### src/rtl/phys_reg_free_list.sv
// Physical register free list: 64-entry circular FIFO of free tags with
// first-word fall-through allocation and a single head checkpoint for branch recovery.
module phys_reg_free_list (
  input  logic       clk,
  input  logic       rst,
  input  logic       alloc_req,
  output logic       alloc_valid,
  output logic [5:0] alloc_tag,
  input  logic       free_valid,
  input  logic [5:0] free_tag,
  input  logic       ckpt_save,
  input  logic       recover,
  output logic [6:0] free_count,
  output logic       empty,
  output logic       full,
  output logic       overflow_err
);

  logic [5:0] mem_q [64];
  logic [6:0] head_q, head_d;
  logic [6:0] tail_q, tail_d;
  logic [6:0] ckpt_q, ckpt_d;
  logic       overflow_q, overflow_d;
  logic       grant;
  logic       free_ok;

  assign free_count   = tail_q - head_q;
  assign empty        = (free_count == 7'd0);
  assign full         = (free_count == 7'd64);
  assign alloc_valid  = !empty;
  assign alloc_tag    = mem_q[head_q[5:0]];
  assign overflow_err = overflow_q;

  assign grant   = alloc_req && alloc_valid && !recover;
  assign free_ok = free_valid && !full;

  always_comb begin
    head_d     = head_q;
    tail_d     = tail_q;
    ckpt_d     = ckpt_q;
    overflow_d = overflow_q;
    if (recover) begin
      head_d = ckpt_q;
    end else if (grant) begin
      head_d = head_q + 7'd1;
    end
    // On recover head_d is the checkpoint itself, so a coincident save keeps it.
    if (ckpt_save) begin
      ckpt_d = head_d;
    end
    if (free_ok) begin
      tail_d = tail_q + 7'd1;
    end
    if (free_valid && full) begin
      overflow_d = 1'b1;
    end
  end

  always_ff @(posedge clk) begin
    if (rst) begin
      head_q     <= 7'd0;
      tail_q     <= 7'd32;
      ckpt_q     <= 7'd0;
      overflow_q <= 1'b0;
    end else begin
      head_q     <= head_d;
      tail_q     <= tail_d;
      ckpt_q     <= ckpt_d;
      overflow_q <= overflow_d;
    end
  end

  // Upper half of the array is left uninitialised at reset.
  always_ff @(posedge clk) begin
    if (rst) begin
      for (int i = 0; i < 32; i++) begin
        mem_q[i] <= 6'(32 + i);
      end
    end else if (free_ok) begin
      mem_q[tail_q[5:0]] <= free_tag;
    end
  end

endmodule

### config.mk
export PLATFORM = sky130hd
export DESIGN_NAME = phys_reg_free_list
export DESIGN_NICKNAME = d
export VERILOG_FILES = /design/src/rtl/phys_reg_free_list.sv
export SDC_FILE = /design/constraint.sdc
export NUM_CORES = 1
export LEC_CHECK = 0
export BUFFER_PORTS_ARGS = -buffer_cell sky130_fd_sc_hd__buf_2
export CAP_MARGIN = 20
export CORE_MARGIN = 3
export CORE_UTILIZATION = 45
export DETAILED_ROUTE_END_ITERATION = 6
export SLEW_MARGIN = 20
export SYNTH_ARGS = -nofsm -noshare
export SYNTH_HDL_FRONTEND = slang
export SYNTH_SLANG_ARGS = --single-unit
### constraint.sdc
create_clock -name clk -period 5.89 [get_ports clk]
set_input_delay 1.178 -clock clk [delete_from_list [all_inputs] [get_ports clk]]
set_output_delay 1.178 -clock clk [all_outputs]
set_load 0.005 [all_outputs]
==> flow_summary.json, run 1 <==
{
  "ys_types": 56,
  "final_common_cell": "edfxtp_1",
  "relSlewSlack": 0.309,
  "cts_tree": "done",
  "vdd_drop_max_uv": 174,
  "async_flop_share": 0,
  "worstMarginPinSlew_ns": 1.04,
  "vias": 10000,
  "cts-root-buf": "clkbuf_16",
  "critical-path-slowest-cell": "dfxtp_1",
  "drv_slew": 0,
  "yosysTopAreaCell": "edfxtp_1",
  "clock-skew-final_ns": 0.00926,
  "worstPathRequired_ns": 4.71,
  "initial_core_util": 0.457,
  "sw_frac_of_total": 0.225,
  "p_per_area_nw_per_um2": 322,
  "final-setup-viol-count": 0,
  "cts_made_buffers": 41,
  "wl_per_cell_um": 27.4,
  "clk_latency_ns": 0.54,
  "drtAntennaViolNets": 0,
  "die_y_um": 204,
  "start_kind": "register",
  "yosysWarnings": 0,
  "synth-edff-count": 384,
  "hold_violations": 0,
  "cts.clk_slew.worst_paths_ns": 0.06,
  "grt_antenna_before_repair": 1,
  "syn2layout_area_growth_pct": 10.4,
  "slowest_delay_ns": 0.52,
  "synth_top_area_share": 0.651,
  "hp-class": "reg2reg",
  "final_cells": 1679,
  "drt_first_pass_iters": 5,
  "yosys_most_used_dff": "edfxtp_1",
  "track_usage": 0.225,
  "synth_area_leaders": "edfxtp_1 (65%), mux4_2 (15%), nor2_1 (3.6%), nand2_1 (3.3%), dfxtp_1 (2.5%)",
  "place_congestion": 0.872,
  "syn_nets": 1144,
  "die_x_um": 204,
  "row_count": 72,
  "comb_power_share": 0.082,
  "switchingPower_mw": 1.42,
  "cap_violations": 0,
  "crit_buf_inv": 4,
  "cp_max_fo": 15,
  "status": "complete, no violations",
  "place_hpwl_um": 30100,
  "grt_overflow": 0,
  "regArea_um2": 12000,
  "finalCritPeriodShare": 0.860,
  "viasPerCell": 5.96,
  "dpl.cell_count": 1607,
  "drt-initial-drc-count": 1073,
  "crit_type": "reg2out",
  "die-area_um2": 41800,
  "cp-end-kind": "output pin",
  "cts_hold_buf": 0,
  "path_cells": "clkinv_1 -> ha_1 -> fa_1 -> nand2b_1 -> a211oi_1 -> o32a_1 -> and2_1 -> clkinv_8 -> nand2_4 -> inv_1 -> buf_2",
  "clkSinkCount": 406,
  "p_clk_frac": 0.409,
  "finalNetCount": 1153,
  "ys_ff_latch": 406,
  "crit_family": "buffers and inverters",
  "cts_resized": 0,
  "grt_pass1_vias": 9964,
  "post_cts_buffers": 0,
  "clock_path_buffers": 3,
  "p_leak_nw": 5.69,
  "multiInputGateArea_um2": 5300,
  "seqPwrFrac": 0.508,
  "final_cell_mix": "edfxtp_1 (384), nor2_1 (170), nand2_1 (156)",
  "fin_setup_tns_ns": 0,
  "htreeDepth": 2,
  "avgSynthCellArea_um2": 15.8,
  "netlist_instances": 1123,
  "fillerInstances": 3251,
  "clock.fmax_mhz": 197,
  "drc": 0,
  "rsz0062_at_grt": "false",
  "ios": 29,
  "grt_max_degree": 100,
  "syn_area_um2": 17700,
  "drive_gt1_frac": 0.208,
  "fin_crit_ns": 5.07,
  "grt_pass1_wl_um": 68000,
  "ys_seq_area_frac": 0.676,
  "io_buffers": 28,
  "crit_arrival_ns": 3.89,
  "diodes": 0,
  "core-area_um2": 38700,
  "p_int_mw": 4.89,
  "routed_wirelength_um": 46000
}
worst paths after layout:
| path | start | endpoint | slack [ns] | depth (start not counted) |
|---|---|---|---|---|
| worst max register to register | tail_q[0] | mem_q[56][5] | 1.31 | 12 |
| worst max-delay path | tail_q[0] | full | 0.82 | 11 |
| worst min-delay path | ckpt_q[1] | ckpt_q[1] | 0.49 | 2 |
| worst min register to register | ckpt_q[1] | ckpt_q[1] | 0.49 | 2 |
power by group through the flow:
stage	combinational [mW]	sequential [mW]	clock [mW]
detailed placement	0.522	3.26	0
CTS	0.522	3.20	2.61
floorplan	0.340	3.25	0
global route	0.554	3.20	2.74
finish	0.518	3.20	2.58
global placement	0.519	3.26	0
sequential cells by signal (all words and copies together), names as in the netlist:
signal	count
ckpt_q	7
head_q	7
mem_q	384
overflow_err	1
tail_q	7
worst min-delay path, stage by stage, from the launching register on:
cell and delay [ns]:
dfxtp_1 0.31, nand2_1 0.05, a221oi_1 0.07
cells by family (layout without fill, tap and decap cells):
family	after synthesis	count (layout)	share of synthesized area
adder cells (fa/ha/maj)	9	9	0.00678
flip-flops	406	406	0.676
XOR/XNOR	12	12	0.00594
buffers and inverters	89	127	0.0249
AND/OR/NAND/NOR	393	393	0.0928
AO/OA/AOI/OAI	92	92	0.0396
multiplexers	122	122	0.154
stage by stage:
| step | worst slack (ns) | utilization | cell area (um2) | hold slack (ns) | power (mW) |
|---|---|---|---|---|---|
| 3_5_place_dp | 1.33 | 0.471 | 18200 | 0.475 | 3.79 |
| 5_1_grt | 0.473 | 0.505 | 19600 | 0.518 | 6.50 |
| 4_1_cts | 0.822 | 0.505 | 19600 | 0.487 | 6.33 |
| 6_report | 0.822 | 0.505 | 19600 | 0.489 | 6.30 |
| 3_3_place_gp | 1.52 | 0.471 | 18200 | 0.469 | 3.78 |
| 2_1_floorplan | 2.26 | - | 17700 | 0.455 | 3.59 |
cell usage after synthesis (2+ instances only):
cell / n
edfxtp_1: 384
nor2_1: 170
nand2_1: 156
mux4_2: 120
clkbuf_1: 39
o21bai_1: 23
dfxtp_1: 22
buf_2: 19
a21oi_1: 15
inv_1: 13
a22oi_1: 12
or3_1: 12
nand3_1: 11
a31o_2: 10
xnor2_1: 10
buf_6: 9
a211oi_1: 8
ha_1: 8
nor3_1: 8
and2_1: 7
nor2b_1: 7
nand2b_1: 6
buf_1: 5
o21ai_1: 5
and3_1: 3
nand4_1: 3
o21a_1: 3
o21ai_0: 3
a311oi_1: 2
nand2_2: 2
nor2_2: 2
xor2_1: 2
metal layers:
metal  vias to the layer above  share of wire  wire length [um]  GRT usage
li1                       4312              -                 -          -
met1                      5170           0.42             19200      0.322
met2                       437           0.48             22300      0.361
met3                        88          0.070              3230     0.0349
met4                         2          0.029              1330     0.0686
met5                         -        0.00024                11          0
cell type report:
| class | count | area share |
|---|---|---|
| flip-flops and latches | 406 | 0.613 |
| multi-input cells | 628 | 0.271 |
| clock buffers | 53 | 0.0570 |
| well taps | 518 | 0.0331 |
| repair buffers | 39 | 0.0127 |
| clock inverters | 19 | 0.00979 |
| inverters | 16 | 0.00371 |
(Power assumes the default switching activity.)
==> inputs of run 2 (changes only) <==
- CTS_BUF_LIST: default -> sky130_fd_sc_hd__clkbuf_4
==> flow_summary.json, run 2 (same netlist as run 1, synthesis figures left out) <==
{
  "status": "complete, no violations",
  "path_cells": "clkinv_1 -> ha_1 -> fa_1 -> nand2b_1 -> a211oi_1 -> o32a_1 -> and2_1 -> clkinv_8 -> nand2_4 -> inv_1 -> buf_2",
  "drive_gt1_frac": 0.275,
  "r2r-start": "tail_q[0]",
  "cts-root-buf": "clkbuf_4",
  "cts_resized": 0,
  "crit_path_end": "full",
  "dpl.cell_count": 1607,
  "drtAntennaViolNets": 0,
  "clock.fmax_mhz": 188,
  "vias": 10400,
  "total_power_mw": 6.07,
  "grt_pass1_vias": 10500,
  "postLayoutCellArea_um2": 19500,
  "fin_crit_ns": 5.31,
  "grt_antenna_before_repair": 2,
  "start_kind": "register",
  "place_area_um2": 18200,
  "fillerInstances": 3346,
  "hold_ws_ns": 0.491,
  "clock_path_buffers": 3,
  "track_usage": 0.230,
  "ios": 29,
  "relSlewSlack": 0.318,
  "cap_violations": 0,
  "finalCritPeriodShare": 0.902,
  "final_cells": 1794,
  "routed_wirelength_um": 46700,
  "crit_start": "tail_q[0]",
  "initial_core_util": 0.457,
  "hold_violations": 0,
  "final_common_cell": "edfxtp_1",
  "largest_register_ffs": 384,
  "cp_max_fo": 15,
  "place_congestion": 0.872,
  "cp-end-kind": "output pin",
  "cts_made_buffers": 103,
  "clkSinkCount": 406,
  "crit_arrival_ns": 4.14,
  "final_cell_mix": "edfxtp_1 (384), nor2_1 (170), nand2_1 (156)",
  "viasPerCell": 5.79,
  "hp-class": "reg2reg",
  "rsz0062_at_grt": "false",
  "p_leak_nw": 5.83,
  "cts.clk_slew.worst_paths_ns": 0.06,
  "wl_per_cell_um": 26.0,
  "r2r.worst_path.cells": 12,
  "drc": 0,
  "die_x_um": 204,
  "place_hpwl_um": 30100,
  "grt_pass1_wl_um": 69200,
  "cts_hold_buf": 0,
  "finalNetCount": 1215,
  "drv_slew": 0,
  "row_count": 72,
  "htreeDepth": 3,
  "r2r_end": "mem_q[61][1]",
  "clk_latency_ns": 0.83,
  "critical-path-slowest-cell": "dfxtp_1",
  "worstPathRequired_ns": 4.71,
  "post_cts_buffers": 0,
  "cts_tree": "done",
  "r2r_slack_ns": 1.30,
  "regMostFlops": "mem_q",
  "io_buffers": 28,
  "clock-skew-final_ns": 0.0716,
  "fin_setup_tns_ns": 0,
  "worstHoldStart": "ckpt_q[1]",
  "die-area_um2": 41800,
  "p_per_area_nw_per_um2": 310,
  "slowest_delay_ns": 0.52,
  "vdd_drop_max_uv": 220,
  "worstMarginPinSlew_ns": 1.02,
  "drt_first_pass_iters": 5,
  "grt_max_degree": 100,
  "core-area_um2": 38700,
  "final-setup-viol-count": 0,
  "drt-initial-drc-count": 1098,
  "grt_overflow": 0,
  "crit_type": "reg2out",
  "die_y_um": 204,
  "syn2layout_area_growth_pct": 10.4
}
-- run 2: changes by cell type in the layout (fill, tap and decap cells not counted), moves of 3 or more --
| cell | previous run | this run |
|---|---|---|
| clkbuf_4 | 0 | 143 |
| clkbuf_16 | 43 | 0 |
| clkinv_1 | 10 | 25 |
| clkbuf_1 | 10 | 0 |
| clkinv_2 | 4 | 12 |
| bufinv_16 | 4 | 1 |
-- run 2: critical path: cells and delay by family (launching register included) --
family / cells / cell delay [ns]
buffers and inverters: 4 / 0.84
AND/OR/NAND/NOR: 3 / 0.81
AO/OA/AOI/OAI: 2 / 0.48
flip-flops: 1 / 0.52
adder cells (fa/ha/maj): 2 / 0.68
-- run 2: routing by layer --
metal,vias up,share of wire,global-route usage
li1,4510,-,-
met1,5329,0.41,0.319
met2,474,0.49,0.370
met3,80,0.079,0.0522
met4,0,0.023,0.0681
met5,-,0,0
-- run 2: worst min path at each step --
stage / end / slack [ns] / depth (start not counted)
after global routing: overflow_err / 0.52 / 2
after global placement: ckpt_q[1] / 0.47 / 2
after CTS: ckpt_q[1] / 0.50 / 2
after floorplan: ckpt_q[1] / 0.46 / 2
final: ckpt_q[1] / 0.49 / 2
after detailed placement: ckpt_q[1] / 0.48 / 2
-- run 2: cell type report --
class                      count  area, um2  share of cell area
antenna                        1       2.50            0.000128
inverter                      16       72.6             0.00371
multi-input combinational    628       5300               0.271
clock inverter                43        221              0.0113
tap                          518        648              0.0332
clock buffer                 143       1070              0.0549
timing repair buffer          39        248              0.0127
sequential                   406      12000               0.613
-- run 2: per-stage QoR --
step           worst slack [ns]  utilization
2_1_floorplan              2.26            -
6_report                  0.577        0.505
5_1_grt                   0.147        0.505
3_3_place_gp               1.52        0.471
4_1_cts                   0.489        0.504
3_5_place_dp               1.33        0.471
-- run 2: power breakdown --
part | total (mW) | switching, mW | internal (mW)
Clock | 2.34 | 1.17 | 1.18
Sequential | 3.20 | 0.0206 | 3.18
Combinational | 0.519 | 0.322 | 0.197
Total | 6.07 | 1.51 | 4.56
==> inputs of run 3 (changes only) <==
- CORE_UTILIZATION: 45 -> 38
==> flow_summary.json, run 3 (same netlist as run 1, synthesis figures left out) <==
{
  "io_buffers": 28,
  "row_count": 78,
  "final_common_cell": "edfxtp_1",
  "cts.clk_slew.worst_paths_ns": 0.06,
  "drc": 0,
  "crit_type": "reg2out",
  "grt_max_degree": 102,
  "wl_per_cell_um": 25.0,
  "htreeDepth": 3,
  "post_cts_buffers": 0,
  "critical-path-slowest-cell": "dfxtp_1",
  "vias": 10400,
  "crit_arrival_ns": 4.09,
  "drv_slew": 0,
  "cts-root-buf": "clkbuf_4",
  "die_x_um": 222,
  "cts_hold_buf": 0,
  "place_congestion": 0.866,
  "fin_setup_tns_ns": 0,
  "vdd_drop_max_uv": 156,
  "final-setup-viol-count": 0,
  "drt-initial-drc-count": 1220,
  "path_cells": "clkinv_1 -> ha_1 -> fa_1 -> nand2b_1 -> a211oi_1 -> o32a_1 -> and2_1 -> clkinv_8 -> nand2_4 -> inv_1 -> buf_2",
  "timing.final.ws_setup_ns": 0.626,
  "final_cell_mix": "edfxtp_1 (384), nor2_1 (170), nand2_1 (156)",
  "start_kind": "register",
  "worstPathRequired_ns": 4.71,
  "finalCritPeriodShare": 0.894,
  "regMostFlops": "mem_q",
  "fillerInstances": 4208,
  "die_y_um": 222,
  "grt_antenna_before_repair": 3,
  "ios": 29,
  "cts_made_buffers": 101,
  "drt_first_pass_iters": 5,
  "clkSinkCount": 406,
  "initial_core_util": 0.388,
  "core-area_um2": 45700,
  "cts_tree": "done",
  "p_per_area_nw_per_um2": 307,
  "syn2layout_area_growth_pct": 10.7,
  "die-area_um2": 49200,
  "track_usage": 0.190,
  "drtAntennaViolNets": 0,
  "clock.fmax_mhz": 190,
  "cts_resized": 0,
  "cp-end-kind": "output pin",
  "fin_crit_ns": 5.26,
  "clock_path_buffers": 3,
  "drive_gt1_frac": 0.274,
  "grt_pass1_vias": 10500,
  "hp-class": "reg2reg",
  "cp_max_fo": 15,
  "p_leak_nw": 5.80,
  "crit_family": "simple AND/OR/NAND/NOR gates",
  "clock-skew-final_ns": 0.0446,
  "relSlewSlack": 0.300,
  "routed_wirelength_um": 46700,
  "place_hpwl_um": 30000,
  "viasPerCell": 5.57,
  "worstMarginPinSlew_ns": 1.04,
  "grt_overflow": 0,
  "finalNetCount": 1214,
  "place_ws_ns": 1.37,
  "crit_buf_inv": 4,
  "clk_latency_ns": 0.81,
  "rsz0062_at_grt": "false",
  "largest_register_ffs": 384,
  "hold_violations": 0,
  "status": "complete, no violations",
  "slowest_delay_ns": 0.53,
  "cap_violations": 0,
  "grt_pass1_wl_um": 68600
}
==> run 3: layout make-up <==
| cell class | count | area, um2 | area share |
|---|---|---|---|
| inverters | 16 | 72.6 | 0.00370 |
| multi-input cells | 628 | 5300 | 0.270 |
| flip-flops and latches | 406 | 12000 | 0.611 |
| clock buffers | 150 | 1130 | 0.0574 |
| repair buffers | 40 | 255 | 0.0130 |
| diodes | 2 | 5.00 | 0.000255 |
| well taps | 600 | 751 | 0.0383 |
| clock inverters | 27 | 116 | 0.00594 |
==> run 3: final timing paths <==
kind         startpoint      endpoint  slack, ns  cells past startpoint
max reg2reg   tail_q[0]  mem_q[62][4]       1.30                     12
min reg2reg   ckpt_q[1]     ckpt_q[1]       0.48                      2
max           tail_q[0]          full       0.63                     11
min           ckpt_q[1]     ckpt_q[1]       0.48                      2
==> run 3: through the flow <==
stage / utilization / std cells / hold WS (ns) / power (mW) / cell area (um2)
2_1_floorplan: - / 1123 / 0.455 / 3.59 / 17700
3_3_place_gp: 0.402 / 1690 / 0.462 / 3.78 / 18400
3_5_place_dp: 0.402 / 1690 / 0.473 / 3.78 / 18400
4_1_cts: 0.429 / 1867 / 0.482 / 6.08 / 19600
5_1_grt: 0.429 / 1869 / 0.521 / 6.27 / 19600
6_report: 0.429 / 1869 / 0.482 / 6.02 / 19600
==> run 3: layer usage <==
layer | GRT usage | vias to the layer above | part of all wire
li1 | - | 4498 | -
met1 | 0.260 | 5303 | 0.40
met3 | 0.0441 | 82 | 0.091
met5 | 0 | - | 0
met2 | 0.301 | 532 | 0.48
met4 | 0.0613 | 0 | 0.024
==> run 3: power breakdown <==
group | internal (mW) | switching (mW) | total [mW]
registers | 3.18 | 0.0169 | 3.20
logic | 0.197 | 0.325 | 0.522
clock network | 1.16 | 1.14 | 2.30
==> run 3: tightest hold or removal path, delay by kind of cell (launching register included) <==
family / cells / cell delay [ns]
simple gates: 1 / 0.05
compound gates: 1 / 0.07
flops: 1 / 0.31
